[src/rtl/freelist_ctrl_4r8w.sv]
// rtl/freelist_ctrl_4r8w.sv - circular free-list controller for a 4-read/8-write SRAM
//
// Purpose: keeps head/tail/occupancy of a free list stored in an external SRAM.
// Up to 4 entries are popped (allocated) and up to 8 pushed (released) per cycle.
// Read addresses are always driven (SRAM read is asynchronous); write lanes are
// compacted so the n-th valid push lane goes to write port n.
//
// Ports:
//   clk, reset                 clock, synchronous active-low reset
//   pop_cnt_i                  entries requested (0..4, 5..7 treated as 0)
//   pop_grant_o, pop_valid_o   all-or-nothing pop grant, per-slot valid mask
//   rdaddr0_o..rdaddr3_o       SRAM read addresses head+k
//   push_valid_i, push_data_i  release lanes and their data
//   push_accept_o              all-or-nothing push accept
//   wraddr/we/wrdata 0..7      SRAM write ports, addresses tail+m
//   count_o, empty_o, full_o   occupancy status
//   err_o                      sticky under/overflow flag (FREELIST_ERR_CHECK_EN only)
//
// Optional feature macro: FREELIST_ERR_CHECK_EN

module freelist_ctrl_4r8w #(
    parameter int FL_DEPTH = 16,
    parameter int FL_INDEX = 4,
    parameter int FL_WIDTH = 8
) (
    input  logic                  clk,
    input  logic                  reset,
    input  logic [2:0]            pop_cnt_i,
    output logic                  pop_grant_o,
    output logic [FL_INDEX-1:0]   rdaddr0_o,
    output logic [FL_INDEX-1:0]   rdaddr1_o,
    output logic [FL_INDEX-1:0]   rdaddr2_o,
    output logic [FL_INDEX-1:0]   rdaddr3_o,
    output logic [3:0]            pop_valid_o,
    input  logic [7:0]            push_valid_i,
    input  logic [8*FL_WIDTH-1:0] push_data_i,
    output logic                  push_accept_o,
    output logic [FL_INDEX-1:0]   wraddr0_o,
    output logic [FL_INDEX-1:0]   wraddr1_o,
    output logic [FL_INDEX-1:0]   wraddr2_o,
    output logic [FL_INDEX-1:0]   wraddr3_o,
    output logic [FL_INDEX-1:0]   wraddr4_o,
    output logic [FL_INDEX-1:0]   wraddr5_o,
    output logic [FL_INDEX-1:0]   wraddr6_o,
    output logic [FL_INDEX-1:0]   wraddr7_o,
    output logic                  we0_o,
    output logic                  we1_o,
    output logic                  we2_o,
    output logic                  we3_o,
    output logic                  we4_o,
    output logic                  we5_o,
    output logic                  we6_o,
    output logic                  we7_o,
    output logic [FL_WIDTH-1:0]   wrdata0_o,
    output logic [FL_WIDTH-1:0]   wrdata1_o,
    output logic [FL_WIDTH-1:0]   wrdata2_o,
    output logic [FL_WIDTH-1:0]   wrdata3_o,
    output logic [FL_WIDTH-1:0]   wrdata4_o,
    output logic [FL_WIDTH-1:0]   wrdata5_o,
    output logic [FL_WIDTH-1:0]   wrdata6_o,
    output logic [FL_WIDTH-1:0]   wrdata7_o,
    output logic [FL_INDEX:0]     count_o,
    output logic                  empty_o,
    output logic                  full_o
`ifdef FREELIST_ERR_CHECK_EN
    ,
    output logic                  err_o
`endif
);

    localparam int CNTW = FL_INDEX + 1;
    // One extra bit so depth - count + popped cannot wrap.
    localparam int SPW  = FL_INDEX + 2;

    logic [FL_INDEX-1:0] head_q, head_d;
    logic [FL_INDEX-1:0] tail_q, tail_d;
    logic [CNTW-1:0]     count_q, count_d;

    logic [2:0]          pop_n;
    logic [3:0]          npush;
    logic [3:0]          slot;
    logic                grant;
    logic                accept;
    logic [SPW-1:0]      space;
    logic [FL_WIDTH-1:0] cdata [8];
    logic [7:0]          we;

    always_comb begin
        // Out-of-range requests behave as no request.
        pop_n = (pop_cnt_i <= 3'd4) ? pop_cnt_i : 3'd0;

        npush = '0;
        for (int j = 0; j < 8; j++) begin
            npush = npush + {3'b000, push_valid_i[j]};
        end

        grant = reset && (pop_n != 3'd0) && (count_q >= CNTW'(pop_n));

        // Entries popped this cycle free their slots for writes landing at the same edge.
        space  = SPW'(FL_DEPTH) - SPW'(count_q) + (grant ? SPW'(pop_n) : '0);
        accept = reset && (npush != 4'd0) && (SPW'(npush) <= space);

        // Compaction: walk lanes LSB first, packing valid data onto consecutive ports.
        slot = '0;
        for (int j = 0; j < 8; j++) begin
            cdata[j] = '0;
        end
        for (int j = 0; j < 8; j++) begin
            if (push_valid_i[j]) begin
                cdata[slot[2:0]] = push_data_i[j*FL_WIDTH +: FL_WIDTH];
                slot = slot + 4'd1;
            end
        end

        for (int m = 0; m < 8; m++) begin
            we[m] = accept && (4'(m) < npush);
        end

        head_d  = head_q + (grant ? FL_INDEX'(pop_n) : '0);
        tail_d  = tail_q + (accept ? FL_INDEX'(npush) : '0);
        count_d = count_q - (grant ? CNTW'(pop_n) : '0) + (accept ? CNTW'(npush) : '0);
    end

    always_ff @(posedge clk) begin
        if (!reset) begin
            head_q  <= '0;
            tail_q  <= '0;
            count_q <= '0;
        end else begin
            head_q  <= head_d;
            tail_q  <= tail_d;
            count_q <= count_d;
        end
    end

`ifdef FREELIST_ERR_CHECK_EN
    logic err_q;

    always_ff @(posedge clk) begin
        if (!reset) begin
            err_q <= 1'b0;
        end else if (((pop_n != 3'd0) && !grant) || ((npush != 4'd0) && !accept)) begin
            err_q <= 1'b1;
        end
    end

    assign err_o = err_q;
`endif

    assign pop_grant_o   = grant;
    assign pop_valid_o   = grant ? 4'((5'd1 << pop_n) - 5'd1) : 4'd0;
    assign push_accept_o = accept;

    assign rdaddr0_o = head_q;
    assign rdaddr1_o = head_q + FL_INDEX'(1);
    assign rdaddr2_o = head_q + FL_INDEX'(2);
    assign rdaddr3_o = head_q + FL_INDEX'(3);

    assign wraddr0_o = tail_q;
    assign wraddr1_o = tail_q + FL_INDEX'(1);
    assign wraddr2_o = tail_q + FL_INDEX'(2);
    assign wraddr3_o = tail_q + FL_INDEX'(3);
    assign wraddr4_o = tail_q + FL_INDEX'(4);
    assign wraddr5_o = tail_q + FL_INDEX'(5);
    assign wraddr6_o = tail_q + FL_INDEX'(6);
    assign wraddr7_o = tail_q + FL_INDEX'(7);

    assign we0_o = we[0];
    assign we1_o = we[1];
    assign we2_o = we[2];
    assign we3_o = we[3];
    assign we4_o = we[4];
    assign we5_o = we[5];
    assign we6_o = we[6];
    assign we7_o = we[7];

    assign wrdata0_o = cdata[0];
    assign wrdata1_o = cdata[1];
    assign wrdata2_o = cdata[2];
    assign wrdata3_o = cdata[3];
    assign wrdata4_o = cdata[4];
    assign wrdata5_o = cdata[5];
    assign wrdata6_o = cdata[6];
    assign wrdata7_o = cdata[7];

    assign count_o = count_q;
    assign empty_o = (count_q == '0);
    assign full_o  = (count_q == CNTW'(FL_DEPTH));

endmodule
[config.mk]
export PLATFORM = sky130hd
export DESIGN_NAME = freelist_ctrl_4r8w
export DESIGN_NICKNAME = d
export VERILOG_FILES = /design/src/rtl/freelist_ctrl_4r8w.sv
export SDC_FILE = /design/constraint.sdc
export NUM_CORES = 1
export LEC_CHECK = 0
export CORE_MARGIN = 3
export CORE_UTILIZATION = 42
export DETAILED_ROUTE_END_ITERATION = 8
export PLACE_DENSITY = 0.75
export SLEW_MARGIN = 20
export SYNTH_ARGS = -nofsm -noshare
export SYNTH_HDL_FRONTEND = slang
export SYNTH_SLANG_ARGS = --single-unit
[constraint.sdc]
create_clock -name clk -period 19.25 [get_ports clk]
set_clock_uncertainty 0.2 [all_clocks]
set_input_delay 3.85 -clock clk [delete_from_list [all_inputs] [get_ports clk]]
set_output_delay 3.85 -clock clk [all_outputs]
set_load 0.03 [all_outputs]
* Word-level counts from Yosys, hierarchy flattened
Index checks and enable logic that the tools add are counted.
** Storage, ports and cells
- Register bits :: 13
- Latch bits :: 0
- Memories :: 0
- ROM bits :: 0
- RAM bits :: 0
** Operators by class
- Add/sub/neg operators :: 30
- Reductions and logical operators :: 22
- Divide/modulo/power cells :: 0
- Equal/unequal tests :: 1
- Bitwise logic cells :: 7
- Multiplexer cells :: 43
- $lt $le $gt $ge :: 25
- $mul :: 0
- Shift operators :: 1
** Operators with widths (count)
- 64-bit bitwise mux :: 7
- 64-bit 2-to-1 mux :: 7
- 8-bit demux with 3-bit select :: 7
- 8-bit 2-to-1 mux :: 8
- 3-bit 2-to-1 mux :: 10
- 4-bit >= comparator, second input constant :: 7
- 4-bit by 1-bit < comparator with 1-bit output, second input constant :: 7
- 3-bit inverter with 4-bit output :: 7
- 1-bit logical AND :: 19
- 4-bit by 1-bit adder with 4-bit output :: 4
- 4-bit by 2-bit adder with 4-bit output, second input constant :: 4
- 4-bit by 3-bit adder with 4-bit output, second input constant :: 4
- 3-bit by 4-bit < comparator with 1-bit output, first input constant :: 4
- 3-bit by 1-bit adder with 3-bit output, second input constant :: 5
- 4-bit 2-to-1 mux :: 3
- 4-bit by 1-bit adder with 4-bit output, second input constant :: 2
- 1-bit by 4-bit < comparator with 1-bit output, first input constant :: 2
- 2-bit by 4-bit < comparator with 1-bit output, first input constant :: 2
- 6-bit by 3-bit adder with 6-bit output :: 1
- 4-bit by 6-bit less-or-equal comparator with 1-bit output :: 1
- 5-bit by 5-bit subtractor with 6-bit output, first input constant :: 1
- 5-bit by 4-bit adder with 5-bit output :: 1
- 5-bit equality test, second input constant :: 1
- 5-bit by 3-bit >= comparator with 1-bit output :: 1
- other kinds (14) :: 14

* Depth between registers and ports, before layout
- Depth in word-level cells :: 20
- Depth in mapped cells :: 29
- Mapped depth without buffers :: 25

* Worst setup path before layout
Ideal clock, no wire load.
- Path kind :: input to output
- From :: input port push_valid_i[0]
- To :: output port wrdata6_o[7]
- Data arrival time :: 9.530 ns
- Setup slack :: 5.670 ns
- Buffers on the path :: 7
- Stages on the path :: 29
- Data required time :: 15.200 ns
- Cell sequence :: clkbuf_1 > clkbuf_1 > inv_1 > ha_1 > nor2b_1 > buf_2 > or2_2 > ha_1 > nand2b_1 > buf_2 > o31ai_4 > inv_2 > buf_2 > buf_2 > ha_1 > nand2_1 > o21ai_0 > ha_1 > nand2_1 > o21ai_1 > nor2_2 > inv_2 > ha_1 > nand2_1 > xnor3_1 > or2_1 > or2_2 > clkbuf_1 > a31oi_1
** Between the ends
- Word-level cells in the longest chain between the ends :: 20
** RTL lines
- start, declared :: RTL line 35 : input logic [7:0] push_valid_i,
- 1-bit 2-to-1 mux * :: RTL line 109 : if (push_valid_i[j]) begin
- 1-bit by 1-bit adder with 2-bit output / 3-bit inverter with 4-bit output (equally long branches) :: RTL line 111, 110
- 3-bit 2-to-1 mux (tied with other cells) :: RTL line 109
- 3-bit by 1-bit adder with 3-bit output (tied with other cells) :: RTL line 111 : slot = slot + 4'd1;
- 3-bit 2-to-1 mux (tied with other cells) :: RTL line 109
- 3-bit by 1-bit adder with 3-bit output (tied with other cells) :: RTL line 111
- 3-bit 2-to-1 mux (tied with other cells) :: RTL line 109
- 3-bit by 1-bit adder with 3-bit output (tied with other cells) :: RTL line 111
- [4 not listed]
- 3-bit 2-to-1 mux (tied with other cells) :: RTL line 109
- 3-bit inverter with 4-bit output (implied by the code) (tied with other cells) :: RTL line 110 : cdata[slot[2:0]] = push_data_i[j*FL_WIDTH +: FL_WIDTH];
- 4-bit >= comparator (implied by the code) (tied with other cells) :: RTL line 110
- 1-bit logical AND (implied by the code) (tied with other cells) :: RTL line 110
- 8-bit 2-to-1 mux (implied by the code) / 64-bit bitwise mux (equally long branches) :: RTL line 110
- 8-bit demux with 3-bit select / 64-bit 2-to-1 mux (equally long branches) :: RTL line 110, 109
- 64-bit bitwise mux :: RTL line 110
- 64-bit 2-to-1 mux * :: RTL line 109
- end, declared :: RTL line 60 : output logic [FL_WIDTH-1:0] wrdata6_o,
Mark *: on every way between the ends. The rest lies on a longest branch, timed or not.

* Worst setup path in the final report
- From :: input port push_valid_i[0]
- To :: output port wrdata1_o[5]
** Between the ends
- Word-level cells in the longest chain between the ends :: 20
** RTL lines
- 1-bit 2-to-1 mux * :: RTL line 109
- 1-bit by 1-bit adder with 2-bit output / 3-bit inverter with 4-bit output (equally long branches) :: RTL line 111, 110
- 3-bit 2-to-1 mux (tied with other cells) :: RTL line 109
- 3-bit by 1-bit adder with 3-bit output (tied with other cells) :: RTL line 111
- 3-bit 2-to-1 mux (tied with other cells) :: RTL line 109
- 3-bit by 1-bit adder with 3-bit output (tied with other cells) :: RTL line 111
- 3-bit 2-to-1 mux (tied with other cells) :: RTL line 109
- 3-bit by 1-bit adder with 3-bit output (tied with other cells) :: RTL line 111
- [4 not listed]
- 3-bit 2-to-1 mux (tied with other cells) :: RTL line 109
- 3-bit inverter with 4-bit output (implied by the code) (tied with other cells) :: RTL line 110
- 4-bit >= comparator (implied by the code) (tied with other cells) :: RTL line 110
- 1-bit logical AND (implied by the code) (tied with other cells) :: RTL line 110
- 8-bit 2-to-1 mux (implied by the code) / 64-bit bitwise mux (equally long branches) :: RTL line 110
- 8-bit demux with 3-bit select / 64-bit 2-to-1 mux (equally long branches) :: RTL line 110, 109
- 64-bit bitwise mux :: RTL line 110
- 64-bit 2-to-1 mux * :: RTL line 109
- end, declared :: RTL line 55 : output logic [FL_WIDTH-1:0] wrdata1_o,
Marks and branches as above.

==> impl_metrics.env <==
export IMPL_grt_setup_unrepaired="false"
export IMPL_nets=1186
export IMPL_critPathMaxStageDelay_ns=1.04
export IMPL_multi_input_area_mm2=0.005597
export IMPL_avgSynthCellArea_um2=6.940
export IMPL_postCtsHoldBufs=0
export IMPL_fin_total_pwr_mw=1.009
export IMPL_die_h_um=130.5
export IMPL_rows=44
export IMPL_synth_simple_gate_area_frac=0.2502
export IMPL_dpl_hpwl_mm=23.05
export IMPL_ant_nets=0
export IMPL_first_iter_violations=1212
export IMPL_p_per_area_mw_per_mm2=118.4
export IMPL_ys_flop_type="dfxtp_1"
export IMPL_run_status="finished, final reports clean"
export IMPL_die_area_mm2=0.01703
export IMPL_synth_top_cell_area_share=0.07880
export IMPL_cts_sinks=13
export IMPL_synth_nets=1067
export IMPL_finalWeightedCongestion=1.027
export IMPL_clock_latency_ns=0.25
export IMPL_drt_first_pass_iters=8
export IMPL_clock_fmax_ghz=0.06406
export IMPL_post_route_period_util=0.8109
export IMPL_cts_setup_buffers=0
export IMPL_grt_pass1_vias=8043
export IMPL_final_cell_count_no_fill=1240
export IMPL_vias=8589
export IMPL_synthTopCellsByCount="nand2_1 (87), a21oi_1 (53), inv_1 (52), o211ai_1 (50), nor2_1 (46)"
export IMPL_synth_distinct_cells=75
export IMPL_cts_buffers_inserted=3
export IMPL_htreeDepth=1
export IMPL_yosysWarnings=0
export IMPL_grt_overflow=0
export IMPL_drive_gt1_frac=0.06155
export IMPL_synth_compound_area_frac=0.3871
export IMPL_wire_per_inst_um=24.44
export IMPL_cp_top_family="buffers and inverters"
export IMPL_slew_violations=0
export IMPL_cp_arrival_ns=11.56
export IMPL_post_cts_resized=0
export IMPL_drt_total_wl_mm=30.30
export IMPL_synth_cells=938
export IMPL_setup_tns_ns=0
export IMPL_start_util=0.4380
export IMPL_finalCriticalPeriod_ns=15.61
export IMPL_synth_area_leaders="ha_1 (7.9%), o211ai_1 (5.8%), nand2_1 (5.0%)"
export IMPL_ys_seq_area_frac=0.03998
export IMPL_cpMaxStageDelayCell="clkdlybuf4s50_1"
export IMPL_synthAdderAreaFrac=0.1126
export IMPL_area_growth_pct=30.94
export IMPL_max_slew_worst_pin_slew_ns=1.063
export IMPL_io_buffers=209
export IMPL_clockRootBuffer="clkbuf_16"
export IMPL_final_hold_viol_count=0
export IMPL_synth_top_family_by_area="compound AO/OA/AOI/OAI gates"
export IMPL_grt_pass1_wl_mm=44.77
export IMPL_register_area_um2=260.3
export IMPL_cp_end_kind="primary output"
export IMPL_track_usage=0.3334
export IMPL_die_w_um=130.5
export IMPL_drc=0
export IMPL_peakVddDrop_v=0.0001509
export IMPL_coreArea_mm2=0.01486
export IMPL_maxCapViolations=0
export IMPL_n_fill_cell=1430
export IMPL_cts_buffer_depth=2
export IMPL_relSlewSlack=0.2872
export IMPL_cp_start_kind="primary input"
export IMPL_synth_mux_area_frac=0.04151
export IMPL_fin_hold_ws_ns=0.4480
export IMPL_io_pins=210
export IMPL_viasPerCell=6.927
export IMPL_ys_ff_latch=13
export IMPL_worstSetupPathType="primary input to primary output"
export IMPL_synth_most_common_cell="nand2_1"
export IMPL_worst_path_max_fanout=24
export IMPL_grt_antenna_before_repair=0
export IMPL_cts_tree="built"
export IMPL_synth_top_area_cell="ha_1"
export IMPL_p_leak_nw=3.140
export IMPL_synthesis_area_mm2=0.006510
export IMPL_crit_buf_inv=5
export IMPL_yosys_area_share_xor_xnor=0.06342
export IMPL_finalSetupViolCount=0
export IMPL_async_reset_ff_frac=0
export IMPL_insertedDiodeCount=0
export IMPL_worst_path_most_repeated_cell="ha_1"
export IMPL_hold_path_class="flip-flop to flip-flop"
export IMPL_crit_chain="clkdlybuf4s50_1, inv_1, ha_1, nor2b_1, or2_2, ha_1, nand2b_1, o31ai_4, inv_2, ha_1, nand2_1, o21ai_0, ha_1, nand2_1, o21ai_1, nor2_2, inv_2, ha_1, nand2_1, xnor3_1, nand2_1, a21oi_2, mux2_2, clkdlybuf4s50_1"
export IMPL_grt_max_degree=70
export IMPL_path_clk_slew_ns=0.05
export IMPL_synth_edff_count=0
export IMPL_cp_required_ns=15.20
export IMPL_dpl_cell_count=1236
-- worst min-delay path, cell delays in order (launching register included) --
cell,delay [ns]
dfxtp_1,0.38
xor2_1,0.18
nor2_1,0.04
-- cells by family after synthesis --
group,Yosys count
simple gates,309
buf+inv,159
mux,25
flops,13
compound gates,342
fa+ha+maj,52
xor+xnor,38
-- registers in the layout (all words and copies together) (netlist names) --
signal     flops
wraddr0_o      4
count_o        5
rdaddr0_o      4
-- power by group --
| part | internal, mW | total, mW | leakage [nW] | switching [mW] |
|---|---|---|---|---|
| Clock | 0.0281 | 0.0409 | 0.0382 | 0.0128 |
| Combinational | 0.358 | 0.915 | 2.99 | 0.558 |
| Sequential | 0.0359 | 0.0530 | 0.107 | 0.0171 |
| Total | 0.422 | 1.01 | 3.14 | 0.587 |
-- per-layer routing --
metal / track usage / part of all wire / vias to the layer above
li1: - / - / 3837
met1: 0.4190 / 0.36 / 3903
met2: 0.5257 / 0.44 / 682
met3: 0.08211 / 0.14 / 167
met4: 0.1785 / 0.066 / 0
met5: 0 / 0 / -
-- per-stage QoR --
stage	util	worst slack (ns)	area, um2
2_1_floorplan	-	5.670	6510
3_3_place_gp	0.5664	4.010	8419
3_5_place_dp	0.5664	3.785	8419
4_1_cts	0.5717	3.770	8498
5_1_grt	0.5735	3.167	8524
6_report	0.5735	3.640	8524
-- path summary, 6_finish.rpt --
check	slack, ns	start	end	depth (start not counted)
setup / recovery	3.64	push_valid_i[0]	wrdata1_o[5]	24
setup reg to reg	13.31	count_o[0]$_SDFF_PN0_	count_o[4]$_SDFF_PN0_	23
hold / removal	0.45	rdaddr0_o[3]$_SDFF_PN0_	rdaddr0_o[3]$_SDFF_PN0_	2
hold reg to reg	0.45	rdaddr0_o[3]$_SDFF_PN0_	rdaddr0_o[3]$_SDFF_PN0_	2
-- cells in the final DEF (no fill, tap or decap), drive strengths merged, types with 11 or more instances in the layout --
cell           netlist  layout
nand2               88      88
o2bb2ai             24      24
nand4               18      18
fa                  11      11
nor2                48      48
ha                  41      41
o21ai               20      20
o22ai               25      25
xor2                14      14
mux2                16      16
o31ai               19      19
a211oi              34      34
nand3               29      29
a21oi               55      55
inv                 56      56
xnor2               22      22
nor4                22      22
nor3                27      27
and2                15      15
o211ai              50      50
dfxtp               13      13
clkdlybuf4s50        0     209
a31oi               18      18
and3                12      12
a22oi               20      20
-- area by class of cell --
type	instances	share of cell area
Multi-Input combinational cell	766	0.6565
Timing Repair Buffer	216	0.2516
Sequential cell	13	0.03053
Tap cell	184	0.02701
Inverter	57	0.02510
Clock buffer	4	0.009247
No activity file was read; power rests on OpenSTA's default activity.
